[config.mk]
export PLATFORM = sky130hd
export DESIGN_NAME = axis_master_flat
export DESIGN_NICKNAME = d
export VERILOG_FILES = /design/src/rtl/axis_pkg.sv /design/src/rtl/axis_master_if.sv /design/src/rtl/sync_fifo.sv /design/src/rtl/axis_master.sv /design/src/flat_wrapper.sv
export SDC_FILE = /design/constraint.sdc
export NUM_CORES = 1
export LEC_CHECK = 0
export CELL_PAD_IN_SITES_DETAIL_PLACEMENT = 1
export CELL_PAD_IN_SITES_GLOBAL_PLACEMENT = 1
export CORE_ASPECT_RATIO = 1.5
export CORE_MARGIN = 2
export CORE_UTILIZATION = 45
export DETAILED_ROUTE_END_ITERATION = 8
export GPL_ROUTABILITY_DRIVEN = 0
export PLACE_DENSITY = 0.7
export SYNTH_ARGS = -nofsm -noshare
export SYNTH_HDL_FRONTEND = slang
export SYNTH_SLANG_ARGS = --single-unit
[constraint.sdc]
create_clock -name M_AXIS_ACLK -period 14.68 [get_ports M_AXIS_ACLK]
set_clock_uncertainty 0.05 [all_clocks]
set_input_delay 1.468 -clock M_AXIS_ACLK [delete_from_list [all_inputs] [get_ports M_AXIS_ACLK]]
set_output_delay 1.468 -clock M_AXIS_ACLK [all_outputs]
set_load 0.02 [all_outputs]
[src/rtl/axis_pkg.sv]
// Shared definitions for the accelerator's AXI-Stream blocks (axis_master and
// axis_slave): the framer state type, default widths, and a helper for sizing
// counters.
package axis_pkg;

  typedef enum logic {
    IDLE   = 1'b0,
    STREAM = 1'b1
  } axis_state_t;

  localparam int AXIS_TDATA_WIDTH = 32;
  localparam int AXIS_FIFO_DEPTH  = 16;
  localparam int AXIS_FRAME_LEN   = 10;

  // $clog2 returns 0 for n == 1. A zero-width vector is illegal, so the
  // counter always keeps at least one bit.
  function automatic int cnt_width(input int n);
    return (n > 1) ? $clog2(n) : 1;
  endfunction

endpackage

[src/rtl/axis_master_if.sv]
// AXI-Stream bus bundle between the accelerator's output master and the DMA.
//   M_AXIS_TVALID  beat valid        (master -> slave)
//   M_AXIS_TDATA   beat payload      (master -> slave)
//   M_AXIS_TSTRB   byte strobes      (master -> slave)
//   M_AXIS_TLAST   last beat of frame(master -> slave)
//   M_AXIS_TREADY  sink ready        (slave -> master)
interface axis_master_if
  import axis_pkg::*;
#(
  parameter int TDATA_WIDTH = AXIS_TDATA_WIDTH
);

  logic                     M_AXIS_TVALID;
  logic [TDATA_WIDTH-1:0]   M_AXIS_TDATA;
  logic [TDATA_WIDTH/8-1:0] M_AXIS_TSTRB;
  logic                     M_AXIS_TLAST;
  logic                     M_AXIS_TREADY;

  modport master (
    output M_AXIS_TVALID,
    output M_AXIS_TDATA,
    output M_AXIS_TSTRB,
    output M_AXIS_TLAST,
    input  M_AXIS_TREADY
  );

  modport slave (
    input  M_AXIS_TVALID,
    input  M_AXIS_TDATA,
    input  M_AXIS_TSTRB,
    input  M_AXIS_TLAST,
    output M_AXIS_TREADY
  );

endinterface

[src/rtl/sync_fifo.sv]
// Single-clock FIFO with a registered head-of-queue output.
//   clk, rst   clock; asynchronous active-high reset
//   push       write request (ignored while full)
//   push_data  word to write
//   pop        consume the head word (ignored while empty)
//   full       occupancy == DEPTH
//   empty      occupancy == 0
//   count      registered occupancy
//   head       registered copy of the oldest word; valid whenever !empty
// The head register always tracks the front entry, so a consumer can use it
// directly as an output register and the occupancy counts that entry too.
module sync_fifo #(
  parameter int DATA_WIDTH = 32,
  parameter int DEPTH      = 16
) (
  input  logic                         clk,
  input  logic                         rst,
  input  logic                         push,
  input  logic [DATA_WIDTH-1:0]        push_data,
  input  logic                         pop,
  output logic                         full,
  output logic                         empty,
  output logic [$clog2(DEPTH+1)-1:0]   count,
  output logic [DATA_WIDTH-1:0]        head
);

  localparam int PTR_W = $clog2(DEPTH);
  localparam int CNT_W = $clog2(DEPTH+1);

  logic [DATA_WIDTH-1:0] mem [DEPTH];
  logic [PTR_W-1:0]      wr_ptr_reg;
  logic [PTR_W-1:0]      rd_ptr_reg;
  logic [CNT_W-1:0]      count_reg;
  logic [CNT_W-1:0]      count_next;
  logic [DATA_WIDTH-1:0] head_reg;
  logic [DATA_WIDTH-1:0] head_next;
  logic                  do_push;
  logic                  do_pop;

  assign empty   = (count_reg == '0);
  assign full    = (count_reg == CNT_W'(DEPTH));
  assign count   = count_reg;
  assign head    = head_reg;

  // Full is registered, so a pop in the same cycle does not free a slot.
  assign do_push = push & ~full;
  assign do_pop  = pop & ~empty;

  // Storage has no reset so it can map onto RAM.
  always_ff @(posedge clk) begin
    if (do_push) begin
      mem[wr_ptr_reg] <= push_data;
    end
  end

  always_comb begin
    count_next = count_reg;
    case ({do_push, do_pop})
      2'b10:   count_next = count_reg + CNT_W'(1);
      2'b01:   count_next = count_reg - CNT_W'(1);
      default: count_next = count_reg;
    endcase
  end

  // Head update: an incoming word bypasses storage when it becomes the front
  // immediately (empty queue, or the only entry is leaving); otherwise a pop
  // fetches the next stored entry, which is always already written.
  always_comb begin
    head_next = head_reg;
    if (do_push && (empty || (do_pop && count_reg == CNT_W'(1)))) begin
      head_next = push_data;
    end else if (do_pop && count_reg > CNT_W'(1)) begin
      head_next = mem[rd_ptr_reg + PTR_W'(1)];
    end
  end

  always_ff @(posedge clk or posedge rst) begin
    if (rst) begin
      wr_ptr_reg <= '0;
      rd_ptr_reg <= '0;
      count_reg  <= '0;
      head_reg   <= '0;
    end else begin
      if (do_push) begin
        wr_ptr_reg <= wr_ptr_reg + PTR_W'(1);
      end
      if (do_pop) begin
        rd_ptr_reg <= rd_ptr_reg + PTR_W'(1);
      end
      count_reg <= count_next;
      head_reg  <= head_next;
    end
  end

endmodule

[src/rtl/axis_master.sv]
// Output AXI-Stream master of the MLP accelerator. Buffers result words from
// the MLP core and streams them to the DMA in frames of FRAME_LEN beats,
// marking the final beat of each frame with TLAST.
//   M_AXIS_ACLK        clock
//   M_AXIS_ARESET      asynchronous active-high reset
//   pi_mlp_data        result word from the core
//   pi_mlp_data_valid  result word valid
//   po_mlp_data_ready  buffer can take a word (from registered occupancy only)
//   po_overflow        sticky: a word arrived while full and was dropped
//   po_busy            a frame is partially transmitted
//   m_axis             AXI-Stream master bus (TVALID/TDATA/TSTRB/TLAST/TREADY)
// The FIFO head register doubles as the AXIS output register: TDATA is that
// register, and TVALID/TSTRB/TLAST are decoded from registered state only.
module axis_master
  import axis_pkg::*;
#(
  parameter int C_M_AXIS_TDATA_WIDTH = AXIS_TDATA_WIDTH,
  parameter int FIFO_DEPTH           = AXIS_FIFO_DEPTH,
  parameter int FRAME_LEN            = AXIS_FRAME_LEN
) (
  input  logic                            M_AXIS_ACLK,
  input  logic                            M_AXIS_ARESET,
  input  logic [C_M_AXIS_TDATA_WIDTH-1:0] pi_mlp_data,
  input  logic                            pi_mlp_data_valid,
  output logic                            po_mlp_data_ready,
  output logic                            po_overflow,
  output logic                            po_busy,
  axis_master_if.master                   m_axis
);

  localparam int                CNT_W      = cnt_width(FRAME_LEN);
  localparam int                FIFO_CNT_W = $clog2(FIFO_DEPTH+1);
  localparam int                STRB_W     = C_M_AXIS_TDATA_WIDTH / 8;
  localparam logic [CNT_W-1:0]  LAST_BEAT  = CNT_W'(FRAME_LEN - 1);

  logic                            fifo_full;
  logic                            fifo_empty;
  logic [FIFO_CNT_W-1:0]           fifo_count;
  logic [C_M_AXIS_TDATA_WIDTH-1:0] fifo_head;
  logic                            xfer;
  logic                            beat_last;
  logic [CNT_W-1:0]                beat_cnt_reg;
  logic [CNT_W-1:0]                beat_cnt_next;
  axis_state_t                     state_reg;
  axis_state_t                     state_next;
  logic                            overflow_reg;

  sync_fifo #(
    .DATA_WIDTH (C_M_AXIS_TDATA_WIDTH),
    .DEPTH      (FIFO_DEPTH)
  ) u_fifo (
    .clk       (M_AXIS_ACLK),
    .rst       (M_AXIS_ARESET),
    .push      (pi_mlp_data_valid),
    .push_data (pi_mlp_data),
    .pop       (xfer),
    .full      (fifo_full),
    .empty     (fifo_empty),
    .count     (fifo_count),
    .head      (fifo_head)
  );

  assign po_mlp_data_ready    = (fifo_count != FIFO_CNT_W'(FIFO_DEPTH));
  assign po_overflow          = overflow_reg;
  assign po_busy              = (state_reg == STREAM);

  assign beat_last            = (beat_cnt_reg == LAST_BEAT);
  assign xfer                 = ~fifo_empty & m_axis.M_AXIS_TREADY;

  assign m_axis.M_AXIS_TVALID = ~fifo_empty;
  assign m_axis.M_AXIS_TDATA  = fifo_head;
  assign m_axis.M_AXIS_TLAST  = ~fifo_empty & beat_last;

  for (genvar gi = 0; gi < STRB_W; gi++) begin : g_strb
    assign m_axis.M_AXIS_TSTRB[gi] = ~fifo_empty;
  end

  // Beat counter and framer. For FRAME_LEN == 1 every beat is last, so the
  // framer never leaves IDLE.
  always_comb begin
    state_next    = state_reg;
    beat_cnt_next = beat_cnt_reg;
    if (xfer) begin
      beat_cnt_next = beat_last ? '0 : beat_cnt_reg + CNT_W'(1);
      case (state_reg)
        IDLE:    if (!beat_last) state_next = STREAM;
        STREAM:  if (beat_last)  state_next = IDLE;
        default: state_next = IDLE;
      endcase
    end
  end

  always_ff @(posedge M_AXIS_ACLK or posedge M_AXIS_ARESET) begin
    if (M_AXIS_ARESET) begin
      state_reg    <= IDLE;
      beat_cnt_reg <= '0;
      overflow_reg <= 1'b0;
    end else begin
      state_reg    <= state_next;
      beat_cnt_reg <= beat_cnt_next;
      if (pi_mlp_data_valid && fifo_full) begin
        overflow_reg <= 1'b1;
      end
    end
  end

endmodule

[src/flat_wrapper.sv]
// flat-port wrapper written by rule: the top's interface ports become plain ports
module axis_master_flat import axis_pkg::*;
#(
  parameter int C_M_AXIS_TDATA_WIDTH = AXIS_TDATA_WIDTH,
  parameter int FIFO_DEPTH           = AXIS_FIFO_DEPTH,
  parameter int FRAME_LEN            = AXIS_FRAME_LEN
)
  (M_AXIS_ACLK, M_AXIS_ARESET, pi_mlp_data, pi_mlp_data_valid, po_mlp_data_ready, po_overflow, po_busy, m_axis_M_AXIS_TVALID, m_axis_M_AXIS_TDATA, m_axis_M_AXIS_TSTRB, m_axis_M_AXIS_TLAST, m_axis_M_AXIS_TREADY);
  axis_master_if #(.TDATA_WIDTH((32))) m_axis_i ();
  input  logic M_AXIS_ACLK;
  input  logic M_AXIS_ARESET;
  input  logic [C_M_AXIS_TDATA_WIDTH-1:0] pi_mlp_data;
  input  logic pi_mlp_data_valid;
  output logic po_mlp_data_ready;
  output logic po_overflow;
  output logic po_busy;
  output wire logic [$bits(m_axis_i.M_AXIS_TVALID)-1:0] m_axis_M_AXIS_TVALID;
  output wire logic [$bits(m_axis_i.M_AXIS_TDATA)-1:0] m_axis_M_AXIS_TDATA;
  output wire logic [$bits(m_axis_i.M_AXIS_TSTRB)-1:0] m_axis_M_AXIS_TSTRB;
  output wire logic [$bits(m_axis_i.M_AXIS_TLAST)-1:0] m_axis_M_AXIS_TLAST;
  input wire logic [$bits(m_axis_i.M_AXIS_TREADY)-1:0] m_axis_M_AXIS_TREADY;
  assign m_axis_M_AXIS_TVALID = m_axis_i.M_AXIS_TVALID;
  assign m_axis_M_AXIS_TDATA = m_axis_i.M_AXIS_TDATA;
  assign m_axis_M_AXIS_TSTRB = m_axis_i.M_AXIS_TSTRB;
  assign m_axis_M_AXIS_TLAST = m_axis_i.M_AXIS_TLAST;
  assign m_axis_i.M_AXIS_TREADY = m_axis_M_AXIS_TREADY;
  axis_master #(.C_M_AXIS_TDATA_WIDTH(C_M_AXIS_TDATA_WIDTH), .FIFO_DEPTH(FIFO_DEPTH), .FRAME_LEN(FRAME_LEN)) u_core (.M_AXIS_ACLK(M_AXIS_ACLK), .M_AXIS_ARESET(M_AXIS_ARESET), .pi_mlp_data(pi_mlp_data), .pi_mlp_data_valid(pi_mlp_data_valid), .po_mlp_data_ready(po_mlp_data_ready), .po_overflow(po_overflow), .po_busy(po_busy), .m_axis(m_axis_i));
endmodule
==> run summary <==
Timing analysis after detailed placement gives a worst setup slack of 10.28 ns. In this run the critical register-to-register path is captured at u_core.u_fifo.head[21]$_DFFE_PP0P_. TritonCTS built the clock tree.

The quantity of I/O buffers inserted on ports was 76; the number of vias per cell was 6.10. For the count of final hold-check violations, the log shows 0. The flow ran to the end, and the final reports show no timing, DRC or antenna violations. The clock slew seen by the registers of the worst setup and hold paths was 0.07 ns. The path with the worst hold slack has its endpoint at u_core.po_overflow$_DFFE_PP0P_. Entering global routing, the biggest net connects 101 pins. The pin slew with the least headroom to its limit works out to 1.25 ns.

The run gives 77 as the count of boundary I/O pins. The share of synthesized flip-flops with an asynchronous set or reset is 0.0906. The run gives 0.457 as the initial cell density of the core. The detailed router finished its first iteration with 906 violations.

The number of storage elements in the synthesis netlist was 563. Critical register-to-register path startpoint: u_core.u_fifo.rd_ptr_reg[0]$_DFFE_PP0P_. For this design, the CTS-stage hold fixing added 0 buffers. Utilization of the core after routing: 0.525. The run gives 10.59 ns as the worst reg-to-reg setup slack. The tools report the area of the placeable core as 0.0477 mm^2.

Headroom to the max-slew limit: 0.164. The run gives 0.206 as the global-route total usage across every layer. The tool flagged a number of max-cap violations equal to 0.

The depth of the worst hold-timing path is 1. The slowest cell on the critical path is buf_4. In this run the number of H-tree levels came out at 2.

The share of layout cells above drive strength 1 works out to 0.229. In this run the worst path has a maximum fanout of 100. The number of detailed-route iterations in the first pass came out at 5.

The primary flip-flop cell chosen by synthesis mapping was edfxtp_1. The number of gates resized after cts is 0. From synthesis to final layout, the design area changed by 14.8%. At the worst endpoint, the required time is 15.09 ns.

The number of setup buffers added after CTS is 0. The startpoint identified for the worst hold timing path is u_core.po_overflow$_DFFE_PP0P_. The run gives 0 as the initial antenna violation count.

The critical setup path kind is flop to flop. At the worst endpoint, the arrival time is 4.50 ns. The tools report the overall routed net length as 49.9 mm. The tools report the overflow left after global routing as 0.

The filler cells instantiated in the layout total 4120. The run gives 0.59 ns as the clock network latency to the later pin of the worst-skew pair. The maximum number of buffers from clock root to sink is 3, and the peak supply drop is 0.159 mV. Together, buffers and inverters on the worst path number 2. Walking the worst path, the cells encountered are buf_12, ha_4, buf_4, mux4_2, nor3b_1, a221oi_1, a21oi_1. For the worst flop-to-flop path, the logic depth is 7.

The total power per unit cell area was 212 mW/mm^2. The routed length per placed instance works out to 28.3 um. The class of the tightest hold or removal check is flop to flop. After synthesis, the mean cell area works out to 21.1 um^2. The number of nets handed over by synthesis was 1080. The sequential share of the synthesized area was 0.764; the cell area after synthesis was 0.0218 mm^2. Fmax: 0.244 GHz. The first global-routing pass estimated 76.0 mm of wire. Setup repair after global routing left no endpoint under its margin.

The horizontal die dimension was 184 um. The Yosys step of the flow raised 0 warnings. The placed instances occupy a cell area of 0.0233 mm^2. The number of enable-type register cells in the synthesized netlist is 512, and the remaining routing DRC violations is 0. Library cell used as clock root buffer: clkbuf_16.

The run gives 11.8k as the via count of the first global-routing pass. The number of pins with negative max-slew slack in the final report came out at 0. The leading cell type in the layout, fill and taps excluded is edfxtp_1. The die is 274 um tall.

Number of buffers created by CTS: 51. The tools report the element type at the critical path end as a flop. For this design, the sink count on the clock tree is 563. The count of unique library cells instantiated by Yosys was 45.

After layout, the minimum clock period comes to 4.09 ns. The die area is 0.0502 mm^2, and the detailed-route via count is 10.8k. For the power after layout, the log shows 5.30 mW.

The final cycle utilization of the critical path was 0.279. STA classifies the critical path startpoint as a flop. The number of placement rows was 98.

The tools report the number of nets still failing antenna checks after routing as 0. In the layout the commonest cells are edfxtp_1 (512), mux4_2 (128), clkdlybuf4s50_1 (76). The tools report the setup TNS after final layout as 0 ns.

The register with the most flip-flops in the layout has 512 of them. Setup slack closes at 10.59 ns. The net count reported at finish was 1167; the static leakage was 7.87 nW. The largest single stage delay on the critical path is 0.93 ns. The cell family contributing the most delay on the critical path is buffers and inverters. 0 antenna diodes ended up in the layout.

Once layout is done, the placed cells without fillers occupy 0.0250 mm^2. The cell count after synthesis was 1034. Once detailed placement completed, the half-perimeter wirelength came to 28.8 mm. Setup violations remaining at the end of the flow were counted as 0.
metrics by stage:
stage	cells	hold WS, ns
6_report	1764	0.417
5_1_grt	1764	0.449
4_1_cts	1764	0.423
3_5_place_dp	1668	0.411
3_3_place_gp	1668	0.411
2_1_floorplan	1034	0.430
cell families (layout without fill, tap and decap cells):
kind of cell / count (synthesis) / count (layout) / share of synthesized area
DFF: 563 / 563 / 0.764
muxes: 130 / 130 / 0.133
buffers and inverters: 81 / 211 / 0.0195
adders and majority gates: 10 / 10 / 0.00574
and+or+nand+nor: 85 / 85 / 0.0247
xor gates and xnor gates: 13 / 13 / 0.00522
AOI/OAI and AO/OA: 152 / 152 / 0.0476
routing by layer:
| layer | global-route usage | vias to the layer above | part of all wire |
|---|---|---|---|
| li1 | - | 4549 | - |
| met1 | 0.258 | 5791 | 0.38 |
| met2 | 0.366 | 322 | 0.54 |
| met3 | 0.0278 | 100 | 0.042 |
| met4 | 0.0764 | 0 | 0.033 |
| met5 | 0 | - | 0 |
synth_stat cells, types with 2 or more instances:
library cell	number	area (um^2)
a211oi_1	32	240
a21o_1	2	15.0
a21oi_1	38	190
a221oi_1	32	280
a22o_1	2	17.5
a31oi_1	3	18.8
and2_1	6	37.5
buf_1	4	15.0
buf_2	13	65.1
buf_4	12	90.1
buf_6	8	90.1
clkbuf_1	31	116
dfrtp_1	51	1280
edfxtp_1	512	15400
ha_1	10	125
inv_1	13	48.8
mux4_2	128	2880
nand2_1	8	30.0
nand3_1	5	25.0
nand4_1	3	18.8
nand4b_1	2	17.5
nor2_1	10	37.5
nor2b_1	3	18.8
nor3_1	5	25.0
nor3b_1	33	248
nor4_1	4	25.0
o21ai_0	3	15.0
o22ai_1	33	206
xnor2_1	8	70.1
xor2_1	5	43.8
cell type report:
type	instances	area (um^2)	share of cell area
flip-flops and latches	563	16700	0.666
multi-input cells	390	4870	0.195
clock buffers	71	1420	0.0568
repair buffers	102	968	0.0387
well taps	600	751	0.0300
clock inverters	25	307	0.0123
inverters	13	48.8	0.00195
power by group:
group          switching [mW]  internal [mW]  total [mW]  leakage (nW)
Clock                   0.586          0.774        1.36         0.845
Combinational            1.04          0.816        1.85          1.82
Sequential              0.112           1.97        2.08          5.21
Total                    1.74           3.56        5.30          7.87
worst max-delay path by stage:
| stage | from | to | slack [ns] | cells past startpoint |
|---|---|---|---|---|
| 6_report | u_core.u_fifo.rd_ptr_reg[0]$_DFFE_PP0P_ | u_core.u_fifo.head[21]$_DFFE_PP0P_ | 10.59 | 7 |
| 5_1_grt | u_core.u_fifo.rd_ptr_reg[0]$_DFFE_PP0P_ | u_core.u_fifo.head[21]$_DFFE_PP0P_ | 10.24 | 7 |
| 4_1_cts | u_core.u_fifo.rd_ptr_reg[0]$_DFFE_PP0P_ | u_core.u_fifo.head[21]$_DFFE_PP0P_ | 10.38 | 7 |
| 3_5_place_dp | pi_mlp_data_valid | u_core.u_fifo.mem[10][11]$_DFFE_PP_ | 10.28 | 5 |
| 3_3_place_gp | pi_mlp_data_valid | u_core.u_fifo.mem[13][14]$_DFFE_PP_ | 10.41 | 4 |
| 2_1_floorplan | pi_mlp_data_valid | u_core.u_fifo.mem[1][0]$_DFFE_PP_ | 9.26 | 4 |
worst register-to-register path, cell delays in order (launching register included):
cell,delay [ns]
dfrtp_4,0.41
buf_12,0.56
ha_4,0.87
buf_4,0.94
mux4_2,0.48
nor3b_1,0.17
a221oi_1,0.35
a21oi_1,0.14
No activity file was read; power rests on OpenSTA's default activity.
